**config.mk**
```make
export PLATFORM = sky130hd
export DESIGN_NAME = am_lock_module_flat
export DESIGN_NICKNAME = d
export VERILOG_FILES = /design/src/rtl/am_lock_module_pkg.sv /design/src/rtl/am_lock_module_if.sv /design/src/rtl/am_lock_module_match.sv /design/src/rtl/am_lock_module.sv /design/src/flat_wrapper.sv
export SDC_FILE = /design/constraint.sdc
export NUM_CORES = 1
export LEC_CHECK = 0
export ABC_AREA = 1
export BUFFER_PORTS_ARGS = -buffer_cell sky130_fd_sc_hd__buf_2
export CELL_PAD_IN_SITES_DETAIL_PLACEMENT = 1
export CELL_PAD_IN_SITES_GLOBAL_PLACEMENT = 1
export CORE_UTILIZATION = 37
export DETAILED_ROUTE_END_ITERATION = 8
export PLACE_DENSITY_LB_ADDON = 0.1
export SLEW_MARGIN = 10
export SYNTH_ARGS = -nofsm -noshare
export SYNTH_HDL_FRONTEND = slang
export SYNTH_SLANG_ARGS = --single-unit
```
**constraint.sdc**
```tcl
create_clock -name clk -period 2.7 [get_ports clk]
set_clock_uncertainty 0.05 [all_clocks]
set_input_delay 0.54 -clock clk [delete_from_list [all_inputs] [get_ports clk]]
set_output_delay 0.54 -clock clk [all_outputs]
set_load 0.1 [all_outputs]
```
**src/rtl/am_lock_module_pkg.sv**
```systemverilog
`default_nettype none
// ============================================================================
// Module   : am_lock_module_pkg
// Brief    : Shared constants for the 100GbE PCS alignment-marker lock stage:
//            widths, AM encoding table, control sync header, FSM states.
//            Also intended for reuse by the TX AM inserter.
// Revision : 1.0 - initial release
// ============================================================================
package am_lock_module_pkg;

    localparam int NB_DATA       = 66;
    localparam int N_LANES       = 20;
    localparam int NB_LANE_ID    = $clog2(N_LANES);
    localparam int MAX_AM_PERIOD = 16384;
    localparam int NB_AM_PERIOD  = $clog2(MAX_AM_PERIOD);
    localparam int MAX_INV_AM    = 8;
    localparam int NB_INV_AM     = $clog2(MAX_INV_AM);

    // Sync header of a control block; AMs always carry it.
    localparam logic [1:0] CTRL_SH = 2'b10;

    // AM bytes M0,M1,M2 per PCS lane (IEEE 802.3 Table 82-2).
    // Packed with lane 19 in the top slice so AM_TABLE[i] is lane i.
    localparam logic [N_LANES-1:0][23:0] AM_TABLE = {
        24'hC0_F0_E5,   // lane 19
        24'h5F_66_2A,   // lane 18
        24'hAD_D6_B7,   // lane 17
        24'hC4_31_4C,   // lane 16
        24'h35_36_CD,   // lane 15
        24'h83_C7_CA,   // lane 14
        24'h1A_F8_BD,   // lane 13
        24'h5C_B9_B2,   // lane 12
        24'hB9_91_55,   // lane 11
        24'hFD_6C_99,   // lane 10
        24'h68_C9_FB,   // lane 9
        24'hA0_24_76,   // lane 8
        24'h7B_45_66,   // lane 7
        24'h9A_4A_26,   // lane 6
        24'hDD_14_C2,   // lane 5
        24'hF5_07_09,   // lane 4
        24'h4D_95_7B,   // lane 3
        24'h59_4B_E8,   // lane 2
        24'h9D_71_8E,   // lane 1
        24'hC1_68_21    // lane 0
    };

    typedef enum logic [1:0] {
        LOCK_INIT = 2'd0,
        FIND_1ST  = 2'd1,
        COUNT_1   = 2'd2,
        AM_LOCKED = 2'd3
    } state_t;

endpackage
`default_nettype wire

```
**src/rtl/am_lock_module_if.sv**
```systemverilog
`default_nettype none
// ============================================================================
// Module   : am_lock_module_if
// Brief    : Per-lane block stream, configuration and AM-lock status bundle.
//            master = block-sync side / register file, slave = AM lock stage.
// Revision : 1.0 - initial release
// ============================================================================
interface am_lock_module_if;
    import am_lock_module_pkg::*;

    // upstream block stream and configuration
    logic                    enable;
    logic                    valid;
    logic                    block_lock;
    logic [NB_DATA-1:0]      data;
    logic [NB_AM_PERIOD-1:0] rf_am_period;
    logic [NB_INV_AM-1:0]    rf_inv_am_thr;

    // downstream block stream and lock status
    logic [NB_DATA-1:0]      data_q;
    logic                    valid_q;
    logic                    am_flag;
    logic                    am_lock;
    logic [NB_LANE_ID-1:0]   lane_id;

    modport master (
        output enable, valid, block_lock, data, rf_am_period, rf_inv_am_thr,
        input  data_q, valid_q, am_flag, am_lock, lane_id
    );

    modport slave (
        input  enable, valid, block_lock, data, rf_am_period, rf_inv_am_thr,
        output data_q, valid_q, am_flag, am_lock, lane_id
    );

endinterface
`default_nettype wire

```
**src/rtl/am_lock_module_match.sv**
```systemverilog
`default_nettype none
// ============================================================================
// Module   : am_lock_module_match
// Brief    : Combinational AM detector. Compares a 66-bit block against the
//            20-entry AM table: control header, M0..M2 equal to the entry and
//            M4..M6 equal to its inverse. BIP3/BIP7 are don't-care.
// Revision : 1.0 - initial release
// ============================================================================
module am_lock_module_match
    import am_lock_module_pkg::*;
(
    input  logic [NB_DATA-1:0]    data,
    output logic                  match,
    output logic [NB_LANE_ID-1:0] lane
);

    // Table entries are unique, so at most one iteration can hit.
    always_comb begin
        match = 1'b0;
        lane  = '0;
        for (int i = 0; i < N_LANES; i++) begin
            if ((data[65:64] == CTRL_SH) &&
                (data[63:40] == AM_TABLE[i]) &&
                (data[31:8]  == ~AM_TABLE[i])) begin
                match = 1'b1;
                lane  = NB_LANE_ID'(i);
            end
        end
    end

endmodule
`default_nettype wire

```
**src/rtl/am_lock_module.sv**
```systemverilog
`default_nettype none
// ============================================================================
// Module   : am_lock_module
// Brief    : Per-lane alignment-marker lock. Finds the periodic AM, learns the
//            PCS lane number, declares lock after two same-lane AMs one period
//            apart, and flags expected AM slots for downstream deskew.
// Revision : 1.0 - initial release
// ============================================================================
module am_lock_module
    import am_lock_module_pkg::*;
(
    input  logic            clk,
    input  logic            rst,
    am_lock_module_if.slave bus
);

    logic                    match;
    logic [NB_LANE_ID-1:0]   match_lane;

    state_t                  state, state_nxt;
    logic [NB_AM_PERIOD-1:0] cnt, cnt_nxt, cnt_inc;
    logic [NB_AM_PERIOD-1:0] slot, slot_nxt, cfg_slot;
    logic [NB_INV_AM-1:0]    thr, thr_nxt;
    logic [NB_INV_AM-1:0]    inv, inv_nxt, inv_inc;
    logic [NB_LANE_ID-1:0]   cand, cand_nxt;
    logic [NB_LANE_ID-1:0]   lane_id, lane_id_nxt;
    logic                    am_lock, am_lock_nxt;
    logic                    am_flag_nxt;
    logic                    step, at_slot, same_lane;

    am_lock_module_match u_match (
        .data  (bus.data),
        .match (match),
        .lane  (match_lane)
    );

    // A period field of 0 wraps to 14'h3FFF, i.e. a 16384-block period.
    assign cfg_slot  = bus.rf_am_period - NB_AM_PERIOD'(1);
    assign step      = bus.valid && bus.enable;
    assign at_slot   = (cnt == slot);
    assign same_lane = match && (match_lane == cand);
    assign cnt_inc   = cnt + NB_AM_PERIOD'(1);
    assign inv_inc   = inv + NB_INV_AM'(1);

    // Next-state and counter logic; config is re-latched only while hunting
    // or at a period wrap, so mid-period register writes never shift a slot.
    always_comb begin
        state_nxt   = state;
        cnt_nxt     = cnt;
        slot_nxt    = slot;
        thr_nxt     = thr;
        inv_nxt     = inv;
        cand_nxt    = cand;
        lane_id_nxt = lane_id;
        am_lock_nxt = am_lock;
        am_flag_nxt = 1'b0;
        if (!bus.block_lock) begin
            state_nxt   = LOCK_INIT;
            cnt_nxt     = '0;
            inv_nxt     = '0;
            am_lock_nxt = 1'b0;
        end else if (step) begin
            case (state)
                LOCK_INIT: begin
                    cnt_nxt     = '0;
                    inv_nxt     = '0;
                    am_lock_nxt = 1'b0;
                    slot_nxt    = cfg_slot;
                    thr_nxt     = bus.rf_inv_am_thr;
                    state_nxt   = FIND_1ST;
                end
                FIND_1ST: begin
                    cnt_nxt  = '0;
                    slot_nxt = cfg_slot;
                    thr_nxt  = bus.rf_inv_am_thr;
                    if (match) begin
                        cand_nxt  = match_lane;
                        state_nxt = COUNT_1;
                    end
                end
                COUNT_1: begin
                    cnt_nxt = cnt_inc;
                    if (at_slot) begin
                        cnt_nxt  = '0;
                        slot_nxt = cfg_slot;
                        thr_nxt  = bus.rf_inv_am_thr;
                        if (same_lane) begin
                            // The confirming AM is itself tagged for deskew.
                            state_nxt   = AM_LOCKED;
                            am_lock_nxt = 1'b1;
                            inv_nxt     = '0;
                            lane_id_nxt = cand;
                            am_flag_nxt = 1'b1;
                        end else begin
                            state_nxt = FIND_1ST;
                        end
                    end
                end
                AM_LOCKED: begin
                    cnt_nxt = cnt_inc;
                    if (at_slot) begin
                        cnt_nxt     = '0;
                        slot_nxt    = cfg_slot;
                        thr_nxt     = bus.rf_inv_am_thr;
                        am_flag_nxt = 1'b1;
                        if (same_lane) begin
                            inv_nxt = '0;
                        end else if (inv_inc == thr) begin
                            state_nxt   = FIND_1ST;
                            am_lock_nxt = 1'b0;
                            inv_nxt     = '0;
                        end else begin
                            inv_nxt = inv_inc;
                        end
                    end
                end
                default: state_nxt = LOCK_INIT;
            endcase
        end
    end

    // FSM, counters and registered status outputs.
    always_ff @(posedge clk) begin
        if (rst) begin
            state       <= LOCK_INIT;
            cnt         <= '0;
            slot        <= '0;
            thr         <= '0;
            inv         <= '0;
            cand        <= '0;
            lane_id     <= '0;
            am_lock     <= 1'b0;
            bus.am_flag <= 1'b0;
        end else begin
            state       <= state_nxt;
            cnt         <= cnt_nxt;
            slot        <= slot_nxt;
            thr         <= thr_nxt;
            inv         <= inv_nxt;
            cand        <= cand_nxt;
            lane_id     <= lane_id_nxt;
            am_lock     <= am_lock_nxt;
            bus.am_flag <= am_flag_nxt;
        end
    end

    // One-cycle block pass-through, independent of enable.
    always_ff @(posedge clk) begin
        if (rst) begin
            bus.data_q  <= '0;
            bus.valid_q <= 1'b0;
        end else begin
            bus.data_q  <= bus.data;
            bus.valid_q <= bus.valid;
        end
    end

    assign bus.am_lock = am_lock;
    assign bus.lane_id = lane_id;

endmodule
`default_nettype wire

```
**src/flat_wrapper.sv**
```systemverilog
// flat-port wrapper written by rule: the top's interface ports become plain ports
module am_lock_module_flat import am_lock_module_pkg::*;
  (clk, rst, bus_enable, bus_valid, bus_block_lock, bus_data, bus_rf_am_period, bus_rf_inv_am_thr, bus_data_q, bus_valid_q, bus_am_flag, bus_am_lock, bus_lane_id);
  am_lock_module_if bus_i ();
  input  logic clk;
  input  logic rst;
  input wire logic [$bits(bus_i.enable)-1:0] bus_enable;
  input wire logic [$bits(bus_i.valid)-1:0] bus_valid;
  input wire logic [$bits(bus_i.block_lock)-1:0] bus_block_lock;
  input wire logic [$bits(bus_i.data)-1:0] bus_data;
  input wire logic [$bits(bus_i.rf_am_period)-1:0] bus_rf_am_period;
  input wire logic [$bits(bus_i.rf_inv_am_thr)-1:0] bus_rf_inv_am_thr;
  output wire logic [$bits(bus_i.data_q)-1:0] bus_data_q;
  output wire logic [$bits(bus_i.valid_q)-1:0] bus_valid_q;
  output wire logic [$bits(bus_i.am_flag)-1:0] bus_am_flag;
  output wire logic [$bits(bus_i.am_lock)-1:0] bus_am_lock;
  output wire logic [$bits(bus_i.lane_id)-1:0] bus_lane_id;
  assign bus_i.enable = bus_enable;
  assign bus_i.valid = bus_valid;
  assign bus_i.block_lock = bus_block_lock;
  assign bus_i.data = bus_data;
  assign bus_i.rf_am_period = bus_rf_am_period;
  assign bus_i.rf_inv_am_thr = bus_rf_inv_am_thr;
  assign bus_data_q = bus_i.data_q;
  assign bus_valid_q = bus_i.valid_q;
  assign bus_am_flag = bus_i.am_flag;
  assign bus_am_lock = bus_i.am_lock;
  assign bus_lane_id = bus_i.lane_id;
  am_lock_module u_core (.clk(clk), .rst(rst), .bus(bus_i));
endmodule
```
==> Yosys cells after proc, flatten, opt, wreduce, memory -nomap -nowiden <==
Index checks and enable logic that the tools add are counted.
W data, S select, Z words.
{ "totals": {"regBits": 115, "inputBits": 88, "output_inout_bits": 74, "elab_cells": 192} }
{ "op_classes": {"addsub": 3, "n_eq_ne": 54, "muxes": 68, "bitwise_logic": 2, "reduce_logical": 54} }
{ "op_table": {"columns": ["cell", "count"], "rows": [
  ["$eq A24 B24 Y1 const B", 20],
  ["$eq A24 B23 Y1 const B", 12],
  ["$eq A24 B22 Y1 const B", 5],
  ["$mux W5", 18],
  ["$pmux W14 S2", 2],
  ["$logic_and A1 B1 Y1", 42],
  ["$mux W1", 29],
  ["$mux W14", 2],
  ["$eq A24 B18 Y1 const B", 1],
  ["$eq A24 B20 Y1 const B", 1],
  ["$eq A24 B21 Y1 const B", 1],
  ["$mux W3", 6],
  ["$add A14 B1 Y14 const B", 1],
  ["$eq A14 B14 Y1", 1],
  ["$sub A14 B1 Y14 const B", 1],
  ["$mux W2", 6],
  ["$ne A2 B1 Y1 const B", 6],
  ["$reduce_and A5 Y1", 2],
  ["$pmux W3 S3", 1],
  ["$pmux W2 S4", 1],
  ["$reduce_and A7 Y1", 1],
  ["$eq A2 B2 Y1 const B", 3],
  ["$pmux W3 S2", 1],
  ["$reduce_and A6 Y1", 1],
  ["other kinds (14)", 17]
]} }

==> Logic depth before layout (Yosys ltp) <==
Gate-level depths: netlist (run 1).
{ "logic_depth": {"depth_word": 27, "ltp_mapped": 23, "mapped_depth_nobuf": 23} }

==> By module <==
Synthesis (run 1) repeated with hierarchy kept, for this count alone.
{ "hier_totals": {"hier_cells": 1049, "area_unflattened_um2": 6387.4} }
{ "modules_own_cells": {"columns": ["mod", "instances", "cells_per_inst", "area_each_um2", "seq_area_each_um2"], "rows": [
  ["am_lock_module", 1, 659, 4650.7, 2302.2],
  ["am_lock_module_match", 1, 390, 1736.7, 0.0]
]} }

==> Worst setup path after synthesis (run 1) <==
No wires, ideal clock.
{ "synth_timing": {"kind": "input port to flip-flop", "startpoint": "input bus_data[41]", "endpoint": "register u_core.lane_id[0], in the netlist u_core.bus.lane_id[0]", "setup_ns": 0.119, "arrival_time_ns": 2.255, "t_required_ns": 2.531, "setup_slack_ns": 0.276, "path_stages": 18, "n_path_buf": 1, "cell_sequence": "buf_4 -> inv_2 -> nor2_1 -> nand2_1 -> nor3_1 -> nand2_1 -> nor2_1 -> nor2_2 -> nand2_2 -> nor2_2 -> a21oi_2 -> nand3_2 -> nor2_4 -> nand4_2 -> nor2_4 -> nand3_1 -> nand2_1 -> nor2_1"} }
{ "synth_between": {"elab_chain_len": 25, "elab_cells_between_ends": 102, "classes_between": "21 x eq/ne; 39 x mux; 42 x reduce/logical"} }
{ "synth_lines": {"columns": ["element", "line_no", "text"], "rows": [
  ["from (decl)", "flat_wrapper.sv:10", "input wire logic [$bits(bus_i.data)-1:0] bus_data;"],
  ["$eq A24 B24 Y1", "am_lock_module_match.sv:23", "(data[63:40] == AM_TABLE[i]) &&"],
  ["$logic_and A1 B1 Y1", "am_lock_module_match.sv:22", "if ((data[65:64] == CTRL_SH) &&"],
  ["$logic_and A1 B1 Y1", "am_lock_module_match.sv:23", null],
  ["$mux W1", "am_lock_module_match.sv:22", null],
  ["$mux W5 / $mux W1 (equally long branches) (18 in a row)", "am_lock_module_match.sv:22", null],
  ["$eq A5 B5 Y1 / $mux W1 (equally long branches)", "am_lock_module.sv:41, am_lock_module_match.sv:22", null],
  ["$logic_and A1 B1 Y1 *", "am_lock_module.sv:41", "assign same_lane = match && (match_lane == cand);"],
  ["$reduce_and A5 Y1 (no line) *", null, null],
  ["to (signal assigned)", "am_lock_module.sv:141", "lane_id <= lane_id_nxt;"],
  ["to (decl)", "am_lock_module.sv:26", "logic [NB_LANE_ID-1:0] lane_id, lane_id_nxt;"]
]} }
Every way passes the cells marked *; elsewhere a longest branch is shown, timed or not.
A chain may end at the register's enable or synchronous reset.

==> Final worst setup path (run 1) <==
{ "layout_timing": {"startpoint": "input bus_data[41]", "endpoint": "register u_core.inv[2]"} }
{ "layout_between": {"elab_chain_len": 27, "elab_cells_between_ends": 106, "classes_between": "22 x eq/ne; 42 x mux; 42 x reduce/logical"} }
{ "layout_lines": {"columns": ["element", "line_no", "text"], "rows": [
  ["$eq A24 B24 Y1", "am_lock_module_match.sv:23", null],
  ["$logic_and A1 B1 Y1", "am_lock_module_match.sv:22", null],
  ["$logic_and A1 B1 Y1", "am_lock_module_match.sv:23", null],
  ["$mux W1", "am_lock_module_match.sv:22", null],
  ["$mux W5 / $mux W1 (equally long branches) (18 in a row)", "am_lock_module_match.sv:22", null],
  ["$eq A5 B5 Y1 / $mux W1 (equally long branches)", "am_lock_module.sv:41, am_lock_module_match.sv:22", null],
  ["$logic_and A1 B1 Y1 *", "am_lock_module.sv:41", null],
  ["$mux W3", "am_lock_module.sv:106", "if (same_lane) begin"],
  ["$mux W3", "am_lock_module.sv:101", "if (at_slot) begin"],
  ["$pmux W3 S3", "am_lock_module.sv:63", "case (state)"],
  ["to (signal assigned)", "am_lock_module.sv:139", "inv <= inv_nxt;"],
  ["to (decl)", "am_lock_module.sv:24", "logic [NB_INV_AM-1:0] inv, inv_nxt, inv_inc;"]
]} }
Every way passes the cells marked *; elsewhere a longest branch is shown, timed or not. The select of a mux whose other input is x is not followed.

==> impl_metrics.yaml, run 1 <==
run_status:
  outcome: "complete, but fails checks"
  violations: "setup timing"
sta:
  finalMaxSlewViolations: 0
  final.period_utilization: 1.202
  period_needed_ns: 3.246
  setup_viol: 21
  rsz0062_at_grt: "true"
  fin_ws_ns: -0.5461
  fmax_mhz: 308.1
  setup-tns-final_ns: -6.699
  hold_viol_final: 0
  worst_pin_slew_ns: 0.8850
  relSlewSlack: 0.4094
yosys:
  yosys.area.top_type: "dfxtp_1"
  avgSynthCellArea_um2: 5.824
  synth_top_cell_area_share: 0.3196
  synth_cell_type_count: 35
  ys_warn_count: 0
  ys_seq_area_frac: 0.3196
  synth_area_leaders: "dfxtp_1, nor2_1, nand2_1, inv_1, nand3_1"
  synthCells: 1237
  synth_seq_cells: 115
  syn-num-nets: 1332
  synth_area_um2: 7204
place:
  dpl.hpwl_um: 30930
  placed_area_um2: 10210
  gp_congestion: 1.012
  io_buffers: 161
drt:
  num_vias: 11340
  wl_um: 50380
  via_per_inst: 5.822
  drc: 0
  dr.pass1.iters: 5
  drt_iter0_markers: 1130
  postRouteAntennaNets: 0
  avgRoutedWirePerCell_um: 25.86
worst_setup_path:
  crit_slowest_cell: "nor2_1"
  crit_type: "in2reg"
  critical_path.top_delay_family: "simple AND/OR/NAND/NOR gates"
  crit_fanout: 6
  worst-path-buf-inv: 5
  arrival_ns: 3.53
  path_cells: "buf_4 -> buf_4 -> nor2_1 -> buf_4 -> nand4_1 -> nor2_1 -> nand2_1 -> nand2_1 -> inv_2 -> nand3_1 -> nand2_1 -> a21oi_2 -> nand3_2 -> nor2_4 -> nand3_4 -> nand2_4 -> inv_4 -> o21ai_0 -> a21oi_2"
  cpPeakStageDelay_ns: 0.54
  crit_path_end_kind: "register"
  critPathRequiredTime_ns: 2.99
  cp-start-kind: "input pin"
power_and_ir_drop:
  clock_power_share: 0.422
  ir_drop_mv: 0.4542
  p_int_mw: 3.500
  p_leak_nw: 5.585
  p_sw_frac: 0.3851
  p_sw_mw: 2.192
  power_density_nw_per_um2: 479.2
  seqPwrFrac: 0.316
  combPwrFrac: 0.262
global_routing:
  grt_max_degree: 71
  grt_overflow: 0
  grt_pass1_vias: 10660
  grtUsageMet3: 0.08201
  grt_antenna_before_repair: 5
  grt.met1_usage: 0.4926
  grt_pass1_wl_um: 61540
  grtUsageTotal: 0.4125
  top_usage_layer: "met2"
  grtUsageMet2: 0.7086
floorplan:
  die_x_um: 141.5
  dieArea_um2: 20030
  start_util: 0.3813
  fp.coreArea_um2: 18890
  ios: 162
  die_h_um: 141.5
  num_rows: 50
clock_network:
  cts_htree_levels: 4
  numClockSinks: 115
  cts_buffer_depth: 2
  clk-insertion-delay-late_ns: 0.45
  clock-root-buffer: "clkbuf_16"
  clk_pin_slew_ns: 0.07
  ctsHoldBuffers: 0
  cts_buffers: 17
  cts_tree: "built"
finish:
  final_nets: 1768
  fin_area_um2: 11880
  postLayoutCoreUtil: 0.6288
  nFillCells: 2588
  layout-drive-gt1-share: 0.4389
  area_growth_pct: 64.90
flow_run:
  cap_violations: 0
hold_path:
  holdCritPathClass: "in2reg"
logic make-up after synthesis:
| kind of cell | synth area share |
|---|---|
| compound gates | 0.04759 |
| fa+ha+maj | 0.01216 |
| xor+xnor | 0.02553 |
| simple gates | 0.4924 |
| flops | 0.3196 |
| buf+inv | 0.1028 |
cell usage in the layout (no fill, tap or decap), drive strengths merged, types with 2 or more instances in the layout:
| master | count |
|---|---|
| a211oi | 7 |
| a21oi | 31 |
| and3 | 2 |
| buf | 426 |
| clkbuf | 25 |
| clkinv | 6 |
| clkinvlp | 5 |
| dfxtp | 115 |
| diode | 2 |
| ha | 7 |
| inv | 180 |
| nand2 | 304 |
| nand3 | 80 |
| nand3b | 2 |
| nand4 | 29 |
| nor2 | 375 |
| nor3 | 30 |
| nor3b | 4 |
| nor4 | 7 |
| o21ai | 25 |
| xnor2 | 8 |
| xor2 | 13 |
registers in the layout, indices dropped and copies added, names as in the netlist, 2 cells and up:
signal,flops
u_core.bus.data_q,66
u_core.bus.lane_id,5
u_core.cand,5
u_core.cnt,14
u_core.inv,3
u_core.slot,14
u_core.state,2
u_core.thr,3
power groups by stage:
stage	Clock, mW	Sequential [mW]	Combinational (mW)
detailed placement	0	1.83	1.25
global placement	0	1.83	1.21
CTS	2.34	1.80	1.29
global route	2.41	1.80	1.53
floorplan	0	2.22	0.303
finish	2.40	1.80	1.49
stage by stage:
step | power [mW] | setup WS (ns) | cells | hold slack (ns)
after floorplan | 2.521 | 0.2760 | 1237 | 0.3937
after global placement | 3.035 | -0.3170 | 1892 | 0.4118
after detailed placement | 3.080 | -0.4166 | 1892 | 0.4238
after CTS | 5.421 | -0.001029 | 1927 | 0.2516
after global routing | 5.744 | -0.6104 | 1947 | 0.2737
final | 5.692 | -0.5461 | 1948 | 0.2602
final timing paths:
check	slack [ns]	startpoint	cells past startpoint	to
worst max-delay path	-0.55	bus_data[41]	19	u_core.inv[2]
worst min-delay path	0.26	bus_data[0]	3	u_core.bus.data_q[0]
worst max register to register	-0.21	u_core.cnt[6]	12	u_core.cnt[5]
worst min register to register	0.44	u_core.slot[9]	2	u_core.slot[9]
layer usage:
| metal | part of all wire | wire [um] |
|---|---|---|
| met4 | 0.084 | 4223 |
| met5 | 0.00038 | 19 |
| met3 | 0.11 | 5687 |
| met2 | 0.45 | 22610 |
| met1 | 0.35 | 17840 |
timing repair:
action / in CTS / in global routing
pin swaps: 4 / 63
resized for setup: 12 / 304
setup buffers: 2 / 20
cloned: 1 / 0
endpoints found under the setup margin: 25 / 43
synth_stat cells:
| master | count |
|---|---|
| clkbuf_2 | 1 |
| buf_4 | 1 |
| inv_2 | 28 |
| nand4_1 | 28 |
| nor3_1 | 28 |
| nand3_1 | 76 |
| clkinv_1 | 3 |
| nand4_2 | 1 |
| o21ai_0 | 25 |
| a21oi_2 | 1 |
| nand3_2 | 4 |
| ha_1 | 7 |
| a31oi_1 | 1 |
| inv_1 | 147 |
| a21oi_1 | 30 |
| and2_1 | 1 |
| nand3b_1 | 2 |
| nor3_2 | 2 |
| xor2_1 | 13 |
| clkbuf_1 | 12 |
| nor2_1 | 349 |
| buf_2 | 3 |
| nor2b_1 | 1 |
| nand2_1 | 297 |
| nor2_8 | 1 |
| a211oi_1 | 7 |
| xnor2_1 | 8 |
| nand2_2 | 7 |
| or2_2 | 1 |
| and3_1 | 2 |
| nor4_1 | 7 |
| nor2_4 | 4 |
| nor2_2 | 20 |
| nor3b_1 | 4 |
| dfxtp_1 | 115 |
area by class of cell:
cell class | instances | area [um2] | area share
inverters | 178 | 694.4 | 0.05845
multi-input cells | 928 | 4989 | 0.4199
repair buffers | 433 | 2992 | 0.2518
diodes | 2 | 5.005 | 0.0004213
clock buffers | 18 | 439.2 | 0.03697
well taps | 260 | 325.3 | 0.02738
clock inverters | 14 | 127.6 | 0.01074
flip-flops and latches | 115 | 2308 | 0.1943
worst reg2reg max path, delay by kind of cell (launching register included):
family | cells | cell delay, ns
AND/OR/NAND/NOR | 5 | 0.98
buffers and inverters | 5 | 0.68
XOR/XNOR | 1 | 0.51
AO/OA/AOI/OAI | 1 | 0.07
flip-flops | 1 | 0.49
No activity file was read; power rests on OpenSTA's default activity.
==> inputs of run 2 (changes only) <==
Settings changed: CORE_ASPECT_RATIO set to 0.75.
==> impl_metrics.yaml, run 2 (synthesis results as in run 1) <==
clock_network:
  cts_htree_levels: 4
  clk-insertion-delay-late_ns: 0.45
  cts_tree: "built"
  cts_buffer_depth: 2
  clock-root-buffer: "clkbuf_16"
  clk_pin_slew_ns: 0.07
  cts_buffers: 17
  numClockSinks: 115
place:
  io_buffers: 161
  gp_congestion: 1.051
  placed_area_um2: 10280
  place_ws_ns: -0.5451
  dpl.hpwl_um: 34700
sta:
  period_needed_ns: 3.255
  worst_pin_slew_ns: 0.9200
  setup_viol: 48
  relSlewSlack: 0.3860
  setup-tns-final_ns: -11.00
  fin_ws_ns: -0.5547
  timing.hold.ws_ns: 0.2433
  fmax_mhz: 307.3
  hold_viol_final: 0
  final.period_utilization: 1.205
  finalMaxSlewViolations: 0
  rsz0062_at_grt: "true"
run_status:
  violations: "setup timing"
  outcome: "complete, but fails checks"
finish:
  area_growth_pct: 68.76
  layout-drive-gt1-share: 0.4611
  nFillCells: 2448
  final_common_cell: "buf_4"
  antenna_cells: 0
  fin_area_um2: 12160
  final_cell_mix: "buf_4, nor2_1, nand2_1"
  top_register: "u_core.bus.data_q"
  reg_top3: "u_core.bus.data_q (66), u_core.cnt (14), u_core.slot (14)"
  final_nets: 1778
  largest_reg_flops: 66
floorplan:
  dieArea_um2: 20040
  die_h_um: 122.8
  die_x_um: 163.1
  start_util: 0.3837
  num_rows: 43
  fp.coreArea_um2: 18780
  ios: 162
global_routing:
  grt_overflow: 0
  grt_pass1_wl_um: 63180
  grtUsageTotal: 0.4367
  grt_max_degree: 71
  grt_antenna_before_repair: 0
  grt_pass1_vias: 10790
worst_setup_path:
  crit_path_end_kind: "register"
  arrival_ns: 3.53
  crit_type: "in2reg"
  crit_fanout: 4
  cp-start-kind: "input pin"
  critPathRequiredTime_ns: 2.97
drt:
  via_per_inst: 5.997
  wl_um: 51880
  postRouteAntennaNets: 0
  drc: 0
  dr.pass1.iters: 8
  avgRoutedWirePerCell_um: 26.70
  num_vias: 11650
  drt_iter0_markers: 1619
hold_path:
  holdCritPathClass: "in2reg"
power_and_ir_drop:
  power_mw: 5.821
  ir_drop_mv: 0.3323
  power_density_nw_per_um2: 478.8
  p_leak_nw: 5.823
flow_run:
  cap_violations: 0
-- run 2: cell type report --
class | count | area (um2) | share of cell area
multi-input combinational | 928 | 5189 | 0.4268
timing repair buffer | 443 | 3054 | 0.2512
sequential | 115 | 2303 | 0.1895
inverter | 178 | 688.2 | 0.05660
clock buffer | 18 | 439.2 | 0.03612
tap | 247 | 309.0 | 0.02542
clock inverter | 14 | 175.2 | 0.01441
-- run 2: report_power, final --
group,leakage [nW],internal [mW],switching (mW)
Combinational,4.57,0.432,1.09
Sequential,0.948,1.77,0.0319
Clock,0.305,1.49,1.01
Total,5.82,3.69,2.13
-- run 2: path summary, 6_finish.rpt --
kind	from	endpoint	slack (ns)	cells past startpoint
setup / recovery	bus_data[64]	u_core.bus.am_lock	-0.55	18
hold / removal	bus_data[7]	u_core.bus.data_q[7]	0.24	3
setup reg to reg	u_core.cnt[0]	u_core.slot[9]	-0.26	12
hold reg to reg	u_core.slot[2]	u_core.slot[2]	0.43	2
-- run 2: routing by layer --
layer	part of all wire	global-route usage
met5	0	0
met3	0.13	0.1565
met2	0.43	0.6766
met1	0.37	0.5497
met4	0.069	0.1758
-- run 2: metrics by stage --
step | util | cells
6_report | 0.6475 | 1943
5_1_grt | 0.6475 | 1943
4_1_cts | 0.5953 | 1934
3_5_place_dp | 0.5474 | 1897
3_3_place_gp | 0.5474 | 1897
2_1_floorplan | - | 1237
-- run 2: worst max-delay path, cell delays in order --
cell     delay, ns
buf_2         0.13
nor2_4        0.28
buf_6         0.17
nand2_4       0.07
nor3_2        0.44
nand2_1       0.24
nor2_2        0.20
nor2_4        0.07
nand3_2       0.09
nor2_4        0.05
a21oi_2       0.15
nand3_2       0.11
nor2_4        0.18
nand3_4       0.15
nand2_2       0.12
nand2_4       0.09
a21oi_1       0.30
nor2_1        0.12
-- run 2: repair_timing --
item | CTS | global route
hold buffers | 0 | 0
hold endpoints to repair | 0 | 0
buffers inserted | 4 | 14
resized for setup | 80 | 284
endpoints found under the setup margin | 28 | 15
pin swaps | 15 | 81
cloned | 1 | 0
==> inputs of run 3 (changes only) <==
Settings changed: ABC_AREA 1 to unset, CORE_UTILIZATION 37 to 40.
==> impl_metrics.yaml, run 3 <==
worst_setup_path:
  crit_path_end_kind: "register"
  reg2reg_setup_slack_ns: -0.22
  cp-start-kind: "input pin"
  critPathRequiredTime_ns: 2.98
  crit_fanout: 6
  crit_type: "in2reg"
  arrival_ns: 3.43
sta:
  period_needed_ns: 3.151
  final.period_utilization: 1.167
  fin_ws_ns: -0.4507
  setup_viol: 17
  timing.hold.ws_ns: 0.2862
  worst_pin_slew_ns: 0.8777
  relSlewSlack: 0.4149
  fmax_mhz: 317.4
  setup-tns-final_ns: -6.163
  rsz0062_at_grt: "true"
  hold_viol_final: 0
  finalMaxSlewViolations: 0
yosys:
  synth_area_um2: 6282
  synth_top_cell_area_share: 0.3665
  synth_common_cells: "dfxtp_1, nor2b_1, nand4_1"
  synth-main-ff-cell: "dfxtp_1"
  synth-edff-count: 0
  async_reset_ff_frac: 0
  avgSynthCellArea_um2: 9.065
  ys_warn_count: 0
  synth_seq_cells: 115
  syn-num-nets: 788
  yosys.area.top_type: "dfxtp_1"
  synthCells: 693
  synth_cell_type_count: 65
  synth_area_leaders: "dfxtp_1, nor2b_1, nand4_1, and4bb_2, xnor2_1"
  ys_seq_area_frac: 0.3665
  synth.most_common_cell: "dfxtp_1"
drt:
  drt_iter0_markers: 866
  via_per_inst: 6.222
  drc: 0
  num_vias: 7771
  wl_um: 35140
  avgRoutedWirePerCell_um: 28.13
  postRouteAntennaNets: 0
  dr.pass1.iters: 5
flow_run:
  cap_violations: 0
floorplan:
  dieArea_um2: 16220
  fp.coreArea_um2: 15270
  start_util: 0.4113
  num_rows: 39
  die_h_um: 110.5
  ios: 162
  die_x_um: 146.7
clock_network:
  ctsHoldBuffers: 0
  cts_htree_levels: 4
  cts_buffer_depth: 2
  cts_buffers: 17
  numClockSinks: 115
  clk_pin_slew_ns: 0.06
  clk-insertion-delay-late_ns: 0.43
  clock-root-buffer: "clkbuf_16"
  cts_tree: "built"
run_status:
  outcome: "complete, but fails checks"
  violations: "setup timing"
finish:
  final_cell_mix: "buf_4, buf_2, dfxtp_1"
  reg_top3: "u_core.bus.data_q (66), u_core.cnt (14), u_core.slot (14)"
  final_common_cell: "buf_4"
  largest_reg_flops: 66
  antenna_cells: 0
  final_nets: 1126
  area_growth_pct: 59.91
  layout-drive-gt1-share: 0.4808
  postLayoutCoreUtil: 0.6577
  top_register: "u_core.bus.data_q"
global_routing:
  grt_pass1_vias: 8195
  grt_antenna_before_repair: 0
  grt_max_degree: 79
  grtUsageTotal: 0.4146
  grt_overflow: 0
  grt_pass1_wl_um: 50250
hold_path:
  holdCritPathClass: "in2reg"
power_and_ir_drop:
  p_leak_nw: 4.279
  power_density_nw_per_um2: 493.6
  ir_drop_mv: 0.3540
place:
  io_buffers: 161
  place_ws_ns: -1.018
  dpl.hpwl_um: 23390
  gp_congestion: 1.112
[run 3: final timing paths]
path / from / endpoint / cells after the start
setup / recovery: bus_data[57] / u_core.inv[1] / 12
hold / removal: bus_data[34] / u_core.bus.data_q[34] / 2
setup reg to reg: u_core.cnt[2] / u_core.inv[2] / 9
hold reg to reg: u_core.bus.lane_id[2] / u_core.bus.lane_id[2] / 2
[run 3: metrics by stage]
stage / total power [mW] / std cells / instance area (um2)
after detailed placement: 2.751 / 1191 / 8526
final: 4.959 / 1249 / 10050
after floorplan: 2.412 / 693 / 6337
after global routing: 5.064 / 1249 / 10050
after CTS: 4.881 / 1240 / 9701
after global placement: 2.713 / 1191 / 8526
[run 3: what timing repair did]
item,in CTS,in global routing
gates resized for setup,109,58
buffers inserted,17,10
setup endpoints to repair,17,17
pin swaps,16,14
[run 3: layout make-up]
class | instances | area, um2
Sequential cell | 115 | 2305
Clock buffer | 21 | 450.4
Inverter | 10 | 37.54
Fill cell | 1713 | 5228
Timing Repair Buffer | 352 | 2460
Tap cell | 205 | 256.5
Clock inverter | 11 | 81.33
Multi-Input combinational cell | 535 | 4456
[run 3: logic make-up (layout without fill, tap and decap cells)]
family,Yosys count,after routing,synth area share
compound gates,67,67,0.07668
xor+xnor,46,46,0.06413
fa+ha+maj,7,7,0.01394
buf+inv,43,394,0.02888
flops,115,115,0.3665
mux,8,8,0.01295
simple gates,407,407,0.4370
[run 3: per-layer routing]
layer,routed length (um),track usage,share of wire
met1,13480,0.5050,0.38
met2,16740,0.6875,0.48
met3,3583,0.1091,0.10
met4,1336,0.1757,0.038
met5,0,0,0
[run 3: worst max-delay path, cell delays in order]
cell      delay, ns
buf_2          0.11
buf_4          0.14
and4bb_1       0.28
buf_6          0.15
nand4_1        0.15
or4_4          0.55
o41a_1         0.19
a31oi_2        0.25
a21oi_2        0.08
or4b_4         0.59
a21o_1         0.20
a31o_1         0.17
[run 3: where the power goes]
part           internal [mW]  switching [mW]
Clock                   1.20           0.917
Sequential              1.76          0.0299
Combinational          0.318           0.732
Total                   3.28            1.68
